`src/rtl/align3_pkg.sv`:
```
// Shared types for the three-sequence aligner: sequencer states, traceback
// command codes and cube sizing.
package align3_pkg;

    typedef enum logic [2:0] {
        StIdle,
        StIssue,
        StWaitWb,
        StTbStart,
        StTbWait,
        StDone
    } ctrl_state_e;

    typedef enum logic [2:0] {
        CmdDelete  = 3'b000,
        CmdInsert  = 3'b001,
        CmdKeep    = 3'b010,
        CmdNothing = 3'b011
    } tb_cmd_e;

    function automatic int unsigned cube_cells(input int unsigned len);
        return (len + 1) * (len + 1) * (len + 1);
    endfunction

endpackage

```
`src/rtl/align3_idx_walker.sv`:
```
// Raster walker over the (LEN+1)^3 cube: k fastest, then j, then i.
// Holds at (LEN,LEN,LEN) once reached until cleared.
module align3_idx_walker
    import align3_pkg::*;
#(
    parameter int unsigned LEN = 7,
    parameter int unsigned IW  = $clog2(LEN + 1)
) (
    input  logic          clk,
    input  logic          reset,
    input  logic          clear_i,
    input  logic          advance_i,
    output logic [IW-1:0] i_o,
    output logic [IW-1:0] j_o,
    output logic [IW-1:0] k_o,
    output logic          last_o
);

    localparam logic [IW-1:0] MaxIdx = IW'(LEN);

    logic [IW-1:0] i_q, i_d;
    logic [IW-1:0] j_q, j_d;
    logic [IW-1:0] k_q, k_d;

    assign last_o = (i_q == MaxIdx) && (j_q == MaxIdx) && (k_q == MaxIdx);
    assign i_o    = i_q;
    assign j_o    = j_q;
    assign k_o    = k_q;

    always_comb begin
        i_d = i_q;
        j_d = j_q;
        k_d = k_q;
        if (clear_i) begin
            i_d = '0;
            j_d = '0;
            k_d = '0;
        end else if (advance_i && !last_o) begin
            if (k_q != MaxIdx) begin
                k_d = k_q + 1'b1;
            end else begin
                k_d = '0;
                if (j_q != MaxIdx) begin
                    j_d = j_q + 1'b1;
                end else begin
                    j_d = '0;
                    i_d = i_q + 1'b1;
                end
            end
        end
    end

    always_ff @(posedge clk) begin
        if (reset) begin
            i_q <= '0;
            j_q <= '0;
            k_q <= '0;
        end else begin
            i_q <= i_d;
            j_q <= j_d;
            k_q <= k_d;
        end
    end

endmodule

```
`src/rtl/align3_ctrl.sv`:
```
// Alignment sequencer: fills the DP cube one cell at a time (single request
// outstanding), then triggers traceback and waits for it under a watchdog.
module align3_ctrl
    import align3_pkg::*;
#(
    parameter int unsigned LEN        = 7,
    parameter int unsigned IW         = $clog2(LEN + 1),
    parameter int unsigned TB_TIMEOUT = 256,
    parameter int unsigned CW         = $clog2((LEN + 1) ** 3 + 1)
) (
    input  logic          clk,
    input  logic          reset,
    input  logic          start,
    output logic          busy,
    output logic          done,
    output logic          cell_valid,
    input  logic          cell_ready,
    output logic [IW-1:0] cell_i,
    output logic [IW-1:0] cell_j,
    output logic [IW-1:0] cell_k,
    output logic          cell_init,
    input  logic          wb_valid,
    output logic          tb_start,
    input  logic          tb_done,
    output logic [CW-1:0] cells_done,
    output logic          err_timeout,
    output logic          err_proto
);

    localparam int unsigned    NumCells = cube_cells(LEN);
    localparam int unsigned    WdW      = $clog2(TB_TIMEOUT + 1);
    localparam logic [CW-1:0]  CellsMax = CW'(NumCells);
    localparam logic [WdW-1:0] WdLast   = WdW'(TB_TIMEOUT - 1);

    ctrl_state_e    state_q, state_d;
    logic           busy_q, busy_d;
    logic           done_q, done_d;
    logic           cell_valid_q, cell_valid_d;
    logic           tb_start_q, tb_start_d;
    logic [CW-1:0]  cells_done_q, cells_done_d;
    logic           err_timeout_q, err_timeout_d;
    logic           err_proto_q, err_proto_d;
    logic [WdW-1:0] wd_q, wd_d;
    logic           tb_done_q;

    logic walk_clear, walk_adv, walk_last;

    align3_idx_walker #(
        .LEN (LEN),
        .IW  (IW)
    ) u_walker (
        .clk       (clk),
        .reset     (reset),
        .clear_i   (walk_clear),
        .advance_i (walk_adv),
        .i_o       (cell_i),
        .j_o       (cell_j),
        .k_o       (cell_k),
        .last_o    (walk_last)
    );

    always_comb begin
        state_d       = state_q;
        cells_done_d  = cells_done_q;
        err_timeout_d = err_timeout_q;
        err_proto_d   = err_proto_q;
        wd_d          = wd_q;
        walk_clear    = 1'b0;
        walk_adv      = 1'b0;

        unique case (state_q)
            StIdle: begin
                if (start) begin
                    cells_done_d  = '0;
                    err_timeout_d = 1'b0;
                    err_proto_d   = 1'b0;
                    walk_clear    = 1'b1;
                    state_d       = StIssue;
                end
            end
            // cell_valid is registered high for the whole of StIssue
            StIssue: begin
                if (cell_ready) state_d = StWaitWb;
            end
            StWaitWb: begin
                if (wb_valid) begin
                    if (cells_done_q != CellsMax) cells_done_d = cells_done_q + 1'b1;
                    if (walk_last) begin
                        state_d = StTbStart;
                    end else begin
                        walk_adv = 1'b1;
                        state_d  = StIssue;
                    end
                end
            end
            StTbStart: begin
                wd_d    = '0;
                state_d = StTbWait;
            end
            StTbWait: begin
                if (tb_done && !tb_done_q) begin
                    state_d = StDone;
                end else if (wd_q == WdLast) begin
                    err_timeout_d = 1'b1;
                    state_d       = StDone;
                end else begin
                    wd_d = wd_q + 1'b1;
                end
            end
            StDone: state_d = StIdle;
            default: state_d = StIdle;
        endcase

        if (wb_valid && (state_q != StWaitWb)) err_proto_d = 1'b1;

        busy_d       = (state_d != StIdle);
        cell_valid_d = (state_d == StIssue);
        tb_start_d   = (state_d == StTbStart);
        done_d       = (state_d == StDone);
    end

    always_ff @(posedge clk) begin
        if (reset) begin
            state_q       <= StIdle;
            busy_q        <= 1'b0;
            done_q        <= 1'b0;
            cell_valid_q  <= 1'b0;
            tb_start_q    <= 1'b0;
            cells_done_q  <= '0;
            err_timeout_q <= 1'b0;
            err_proto_q   <= 1'b0;
            wd_q          <= '0;
            tb_done_q     <= 1'b0;
        end else begin
            state_q       <= state_d;
            busy_q        <= busy_d;
            done_q        <= done_d;
            cell_valid_q  <= cell_valid_d;
            tb_start_q    <= tb_start_d;
            cells_done_q  <= cells_done_d;
            err_timeout_q <= err_timeout_d;
            err_proto_q   <= err_proto_d;
            wd_q          <= wd_d;
            tb_done_q     <= tb_done;
        end
    end

    assign busy        = busy_q;
    assign done        = done_q;
    assign cell_valid  = cell_valid_q;
    assign tb_start    = tb_start_q;
    assign cells_done  = cells_done_q;
    assign err_timeout = err_timeout_q;
    assign err_proto   = err_proto_q;
    assign cell_init   = cell_valid_q && ((cell_i == '0) || (cell_j == '0) || (cell_k == '0));

endmodule
```
`config.mk`:
```
export PLATFORM = sky130hd
export DESIGN_NAME = align3_ctrl
export DESIGN_NICKNAME = d
export VERILOG_FILES = /design/src/rtl/align3_pkg.sv /design/src/rtl/align3_idx_walker.sv /design/src/rtl/align3_ctrl.sv
export SDC_FILE = /design/constraint.sdc
export NUM_CORES = 1
export LEC_CHECK = 0
export ABC_CLOCK_PERIOD_IN_PS = 1800
export CORE_MARGIN = 5
export CORE_UTILIZATION = 45
export CTS_BUF_LIST = sky130_fd_sc_hd__clkbuf_16
export CTS_CLUSTER_DIAMETER = 100
export DETAILED_ROUTE_END_ITERATION = 10
export PLACE_DENSITY = 0.78
export SKIP_CTS_REPAIR_TIMING = 1
export SYNTH_ARGS = -nofsm -noshare
export SYNTH_HDL_FRONTEND = slang
export SYNTH_SLANG_ARGS = --single-unit
```
`constraint.sdc`:
```
create_clock -name clk -period 1.8 [get_ports clk]
set_input_delay 0.18 -clock clk [delete_from_list [all_inputs] [get_ports clk]]
set_output_delay 0.18 -clock clk [all_outputs]
set_load 0.005 [all_outputs]
```
=== Word-level counts from Yosys, hierarchy flattened ===
Index checks and enable logic that the tools add are counted.

* Register bits: 38
* Output and inout port bits: 26
* Logic and storage cells: 95

* $add $sub $neg: 5
* Equal/unequal tests: 21
* Multiplexer cells: 27
* Bitwise operators: 2
* Reductions and logical operators: 27

{| class="wikitable"
|+ Operators by type and width
! kind !! number
|-
| 2-to-1 mux 10 bit || 3
|-
| 2-to-1 mux 3 bit || 7
|-
| one-hot mux 10 bit (2 select lines) || 1
|-
| 2-to-1 mux 9 bit || 2
|-
| one-hot mux 9 bit (2 select lines) || 1
|-
| == test 3 bit (second input constant) || 5
|-
| one-hot mux 3 bit (5 select lines) || 1
|-
| zero test 3 bit || 4
|-
| != test 2 bit (second input constant) || 6
|-
| adder 10 x 1 -> 10 bit (second input constant) || 1
|-
| 2-to-1 mux 1 bit || 10
|-
| != test 10 bit (second input constant) || 1
|-
| nonzero test 2 bit || 5
|-
| adder 3 x 1 -> 3 bit (second input constant) || 3
|-
| adder 9 x 1 -> 9 bit (second input constant) || 1
|-
| == test 3 x 2 -> 1 bit (second input constant) || 3
|-
| == test 9 x 8 -> 1 bit (second input constant) || 1
|-
| AND reduction 4 bit || 2
|-
| == test 3 x 1 -> 1 bit (second input constant) || 2
|-
| logical AND 1 bit || 6
|-
| != test 3 bit (second input constant) || 2
|-
| AND reduction 3 bit || 2
|-
| AND reduction 2 bit || 2
|-
| != test 3 x 2 -> 1 bit (second input constant) || 1
|-
| other kinds (7) || 10
|}

=== Longest topological paths before layout ===
* Word-level depth: 8
* Gate-level depth with buffers: 8

=== Cells and area by module ===
From an unflattened synthesis, not the netlist that was laid out.

* Cells, all modules: 219
* Area total of the unflattened synthesis: 1,913.1 µm²

{| class="wikitable"
|+ Modules (own cells, without submodules)
! module !! instances !! cells an instance !! area each (µm²)
|-
| align3_ctrl || 1 || 171 || 1,470.2
|-
| align3_idx_walker || 1 || 48 || 442.9
|}

=== Least setup slack after synthesis ===
Ideal clock, no wire load.

* Kind: reg-to-reg
* From: reg wd_q[0]
* To: reg wd_q[6]
* Library setup time: 0.070 ns
* Arrival: 1.759 ns
* Setup slack: -0.029 ns
* Stages on the path, launching flop included: 9
* Clock period less this slack: 1.829 ns
* Cell sequence: dfxtp_1 -> ha_1 -> nand2_1 -> nor2_1 -> ha_1 -> o31a_1 -> buf_6 -> or3_1 -> a21oi_1

* Cells in the longest elaborated chain, start to end: 4
* Elaborated cells between the ends (all ways): 7

{| class="wikitable"
|+ RTL lines
! item !! line !! RTL
|-
| start, declared || align3_ctrl.sv:43 || <nowiki>logic [WdW-1:0] wd_q, wd_d;</nowiki>
|-
| start signal, assigned || align3_ctrl.sv:143 || <nowiki>wd_q <= wd_d;</nowiki>
|-
| adder 9 x 1 -> 9 bit || align3_ctrl.sv:107 || <nowiki>wd_d = wd_q + 1'b1;</nowiki>
|-
| 2-to-1 mux 9 bit || align3_ctrl.sv:103 || <nowiki>end else if (wd_q == WdLast) begin</nowiki>
|-
| 2-to-1 mux 9 bit || align3_ctrl.sv:101 || <nowiki>if (tb_done && !tb_done_q) begin</nowiki>
|-
| one-hot mux 9 bit (2 select lines) || align3_ctrl.sv:71 || <nowiki>unique case (state_q)</nowiki>
|}

Parallel ways exist; a longest one is shown, timed or not. The select of a mux whose other input is x is not followed.
A chain may end at the register's enable or synchronous reset.

=== Worst setup path after layout ===
* From: reg wd_q[2]
* To: reg wd_q[7]

Same word-level chain as after synthesis.

==> impl_metrics.ini <==
[yosys]
synth_ff_type = dfxtp_1
netlist_instances = 217
synth_area_per_cell_sq_um = 8.74
synth_compound_area_share_pct = 12.3
synth_adder_area_share_pct = 8.58
synth_cell_types = 41
ys_ff_latch = 38
yosys.area.top_type = dfxtp_1
syn-num-nets = 236
synth_top_family_by_area = simple AND/OR/NAND/NOR gates
syn_area_sq_um = 1900
yosysWarnings = 0
synth-simple-area-share_pct = 26.9
synthTopCellsByCount = dfxtp_1 (38), a21oi_1 (20), nand2_1 (19), nor2_1 (18), inv_1 (17)
synth_xor_xnor_area_share_pct = 3.23
async_flop_share_pct = 0
synth-edff-count = 0
synth.most_common_cell = dfxtp_1
synth_area_leaders = dfxtp_1 (40%), ha_1 (8.6%), a21oi_1 (5.3%)
synth_mux_area_share_pct = 2.77
synth_top_area_share_pct = 40.1
yosysSeqAreaShare_pct = 40.1

[route]
wl_met3_um = 258
drtIter0Drc = 86
viasPerCell = 5.44
wl_um = 4890
drtAntennaViolNets = 0
wl_met2_um = 2490
wl_per_cell_um = 14.6
vias = 1828
routed.top_layer = met4
detailedRoute.firstPassIterationCount = 4
met1_length_um = 2110
drc_errors = 0

[place]
place_inst = 323
pre_cts_slack_ps = -125
dp_hpwl_um = 3310
io_buffers = 31
place.gp.congestion = 0.810

[final_layout]
multi_input_area_sq_um = 1100
layout.nets = 304
stdcell_count = 336
fin_util_pct = 67.0
fillers = 323
drive_above_1_share_pct = 25.5
area_growth_pct = 43.4
num_antenna_cells = 0
seq_area_sq_um = 768

[timing]
fin_crit_ps = 1930
hold_slack_ps = 470
finalCritPeriodShare_pct = 107
setup_violations = 7
hold_viol_final = 0
tightest_slew_ps = 375
timing.fmax_ghz = 0.519
slew_headroom_pct = 75.0
rsz0062_at_grt = yes
fin_ws_ps = -128
clock_skew_ps = 9.02
slew_viol_final = 0

[floorplan]
io_pins = 32
coreArea_sq_um = 4060
row_count = 23
die-area_sq_um = 5610
start_util_pct = 46.7
die_w_um = 74.9
fp.dieH_um = 74.9

[pwr]
p_leak_nw = 1.07
power_density_nw_per_um2 = 690
vdd_ir_drop_max_uv = 348

[cts]
htree_levels = 2
clk_pin_slew_ps = 50
cts_buffers = 5
insertion_delay_ps = 280
cts_root_buf = clkbuf_16
clockBufferDepth = 2
cts_tree = yes
cts_sinks = 38

[global_route]
grt_max_degree = 20
grt_pass1_vias = 1727
track_usage_pct = 17.6
grt_pass1_wl_um = 7640
grt_antenna_before_repair = 0
gr-total-overflow = 0

[critical_path]
crit_slowest_cell = or4_4
crit_path_end_kind = flop
worstRegToRegCells = 7
arrival_ps = 2140
start_kind = flop
crit_path_max_incr_delay_ps = 540
crit_fanout = 5
critPathRequiredTime_ps = 2010
crit_chain = and4_1, nand2_2, nor2_1, ha_2, o31a_1, or4_4, a21oi_2
crit_type = reg2reg

[hold_path]
hold_path_depth = 2
min_path_type = reg2reg

[flow_run]
cap_violations = 0

[status]
violations = setup timing
outcome = finished, violations left
-- layout make-up --
class                   count  share of cell area [%]
flip-flops and latches     38                    28.2
well taps                  50                    2.30
clock inverters             3                   0.460
clock buffers               5                    4.60
inverters                  17                    2.35
multi-input cells         155                    40.3
repair buffers             68                    21.7
-- metrics by stage --
stage | total power, mW | setup TNS, ps | instance area [sq um]
2_1_floorplan | 0.969 | 0 | 1900
3_3_place_gp | 1.05 | -261 | 2470
3_5_place_dp | 1.06 | -430 | 2470
4_1_cts | 1.88 | -709 | 2610
5_1_grt | 1.96 | -1160 | 2720
6_report | 1.88 | -633 | 2720
-- sequential cells by signal, summed over array words and instances (netlist names), 3 cells and up --
signal,count
u_walker.i_o,3
u_walker.j_o,3
wd_q,9
cells_done,10
state_q,3
u_walker.k_o,3
-- kinds of logic (layout without fill, tap and decap cells) --
group | Yosys count | count (layout)
buf+inv | 25 | 93
xor+xnor | 7 | 7
mux | 5 | 5
compound gates | 39 | 40
simple gates | 90 | 90
flops | 38 | 38
fa+ha+maj | 13 | 13
-- report_power, final --
part	internal, mW	switching [mW]	leakage [nW]
logic	0.0932	0.0893	0.688
registers	0.860	0.00850	0.311
clock network	0.500	0.325	0.0724
-- cell usage in the layout (no fill, tap or decap), types with 6 or more instances in the layout --
| master | count |
|---|---|
| buf_4 | 37 |
| dfxtp_1 | 32 |
| clkdlybuf4s50_1 | 30 |
| inv_1 | 18 |
| nand2_1 | 18 |
| nor2_1 | 17 |
| a21oi_1 | 17 |
| nand3_1 | 12 |
| ha_1 | 11 |
| o21ai_0 | 7 |
| or3_1 | 6 |
| dfxtp_2 | 6 |
-- metal layers --
| layer | up-vias | GRT usage, % |
|---|---|---|
| met5 | - | 0 |
| met4 | 0 | 7.11 |
| met3 | 4 | 4.94 |
| met2 | 49 | 29.0 |
| met1 | 870 | 21.6 |
| li1 | 905 | - |
-- worst max-delay path, delay by kind of cell (launching register included) --
kind	cells	cell delay (ps)
AOI/OAI and AO/OA	2	480
adders and majority gates	1	180
DFF	1	320
and+or+nand+nor	4	880
-- final timing paths --
check	from	end	slack, ps
hold / removal	wd_q[5]	wd_q[5]	470
setup reg to reg	wd_q[2]	wd_q[7]	-130
setup / recovery	wd_q[2]	wd_q[7]	-130
hold reg to reg	wd_q[5]	wd_q[5]	470
(Power assumes the default switching activity.)
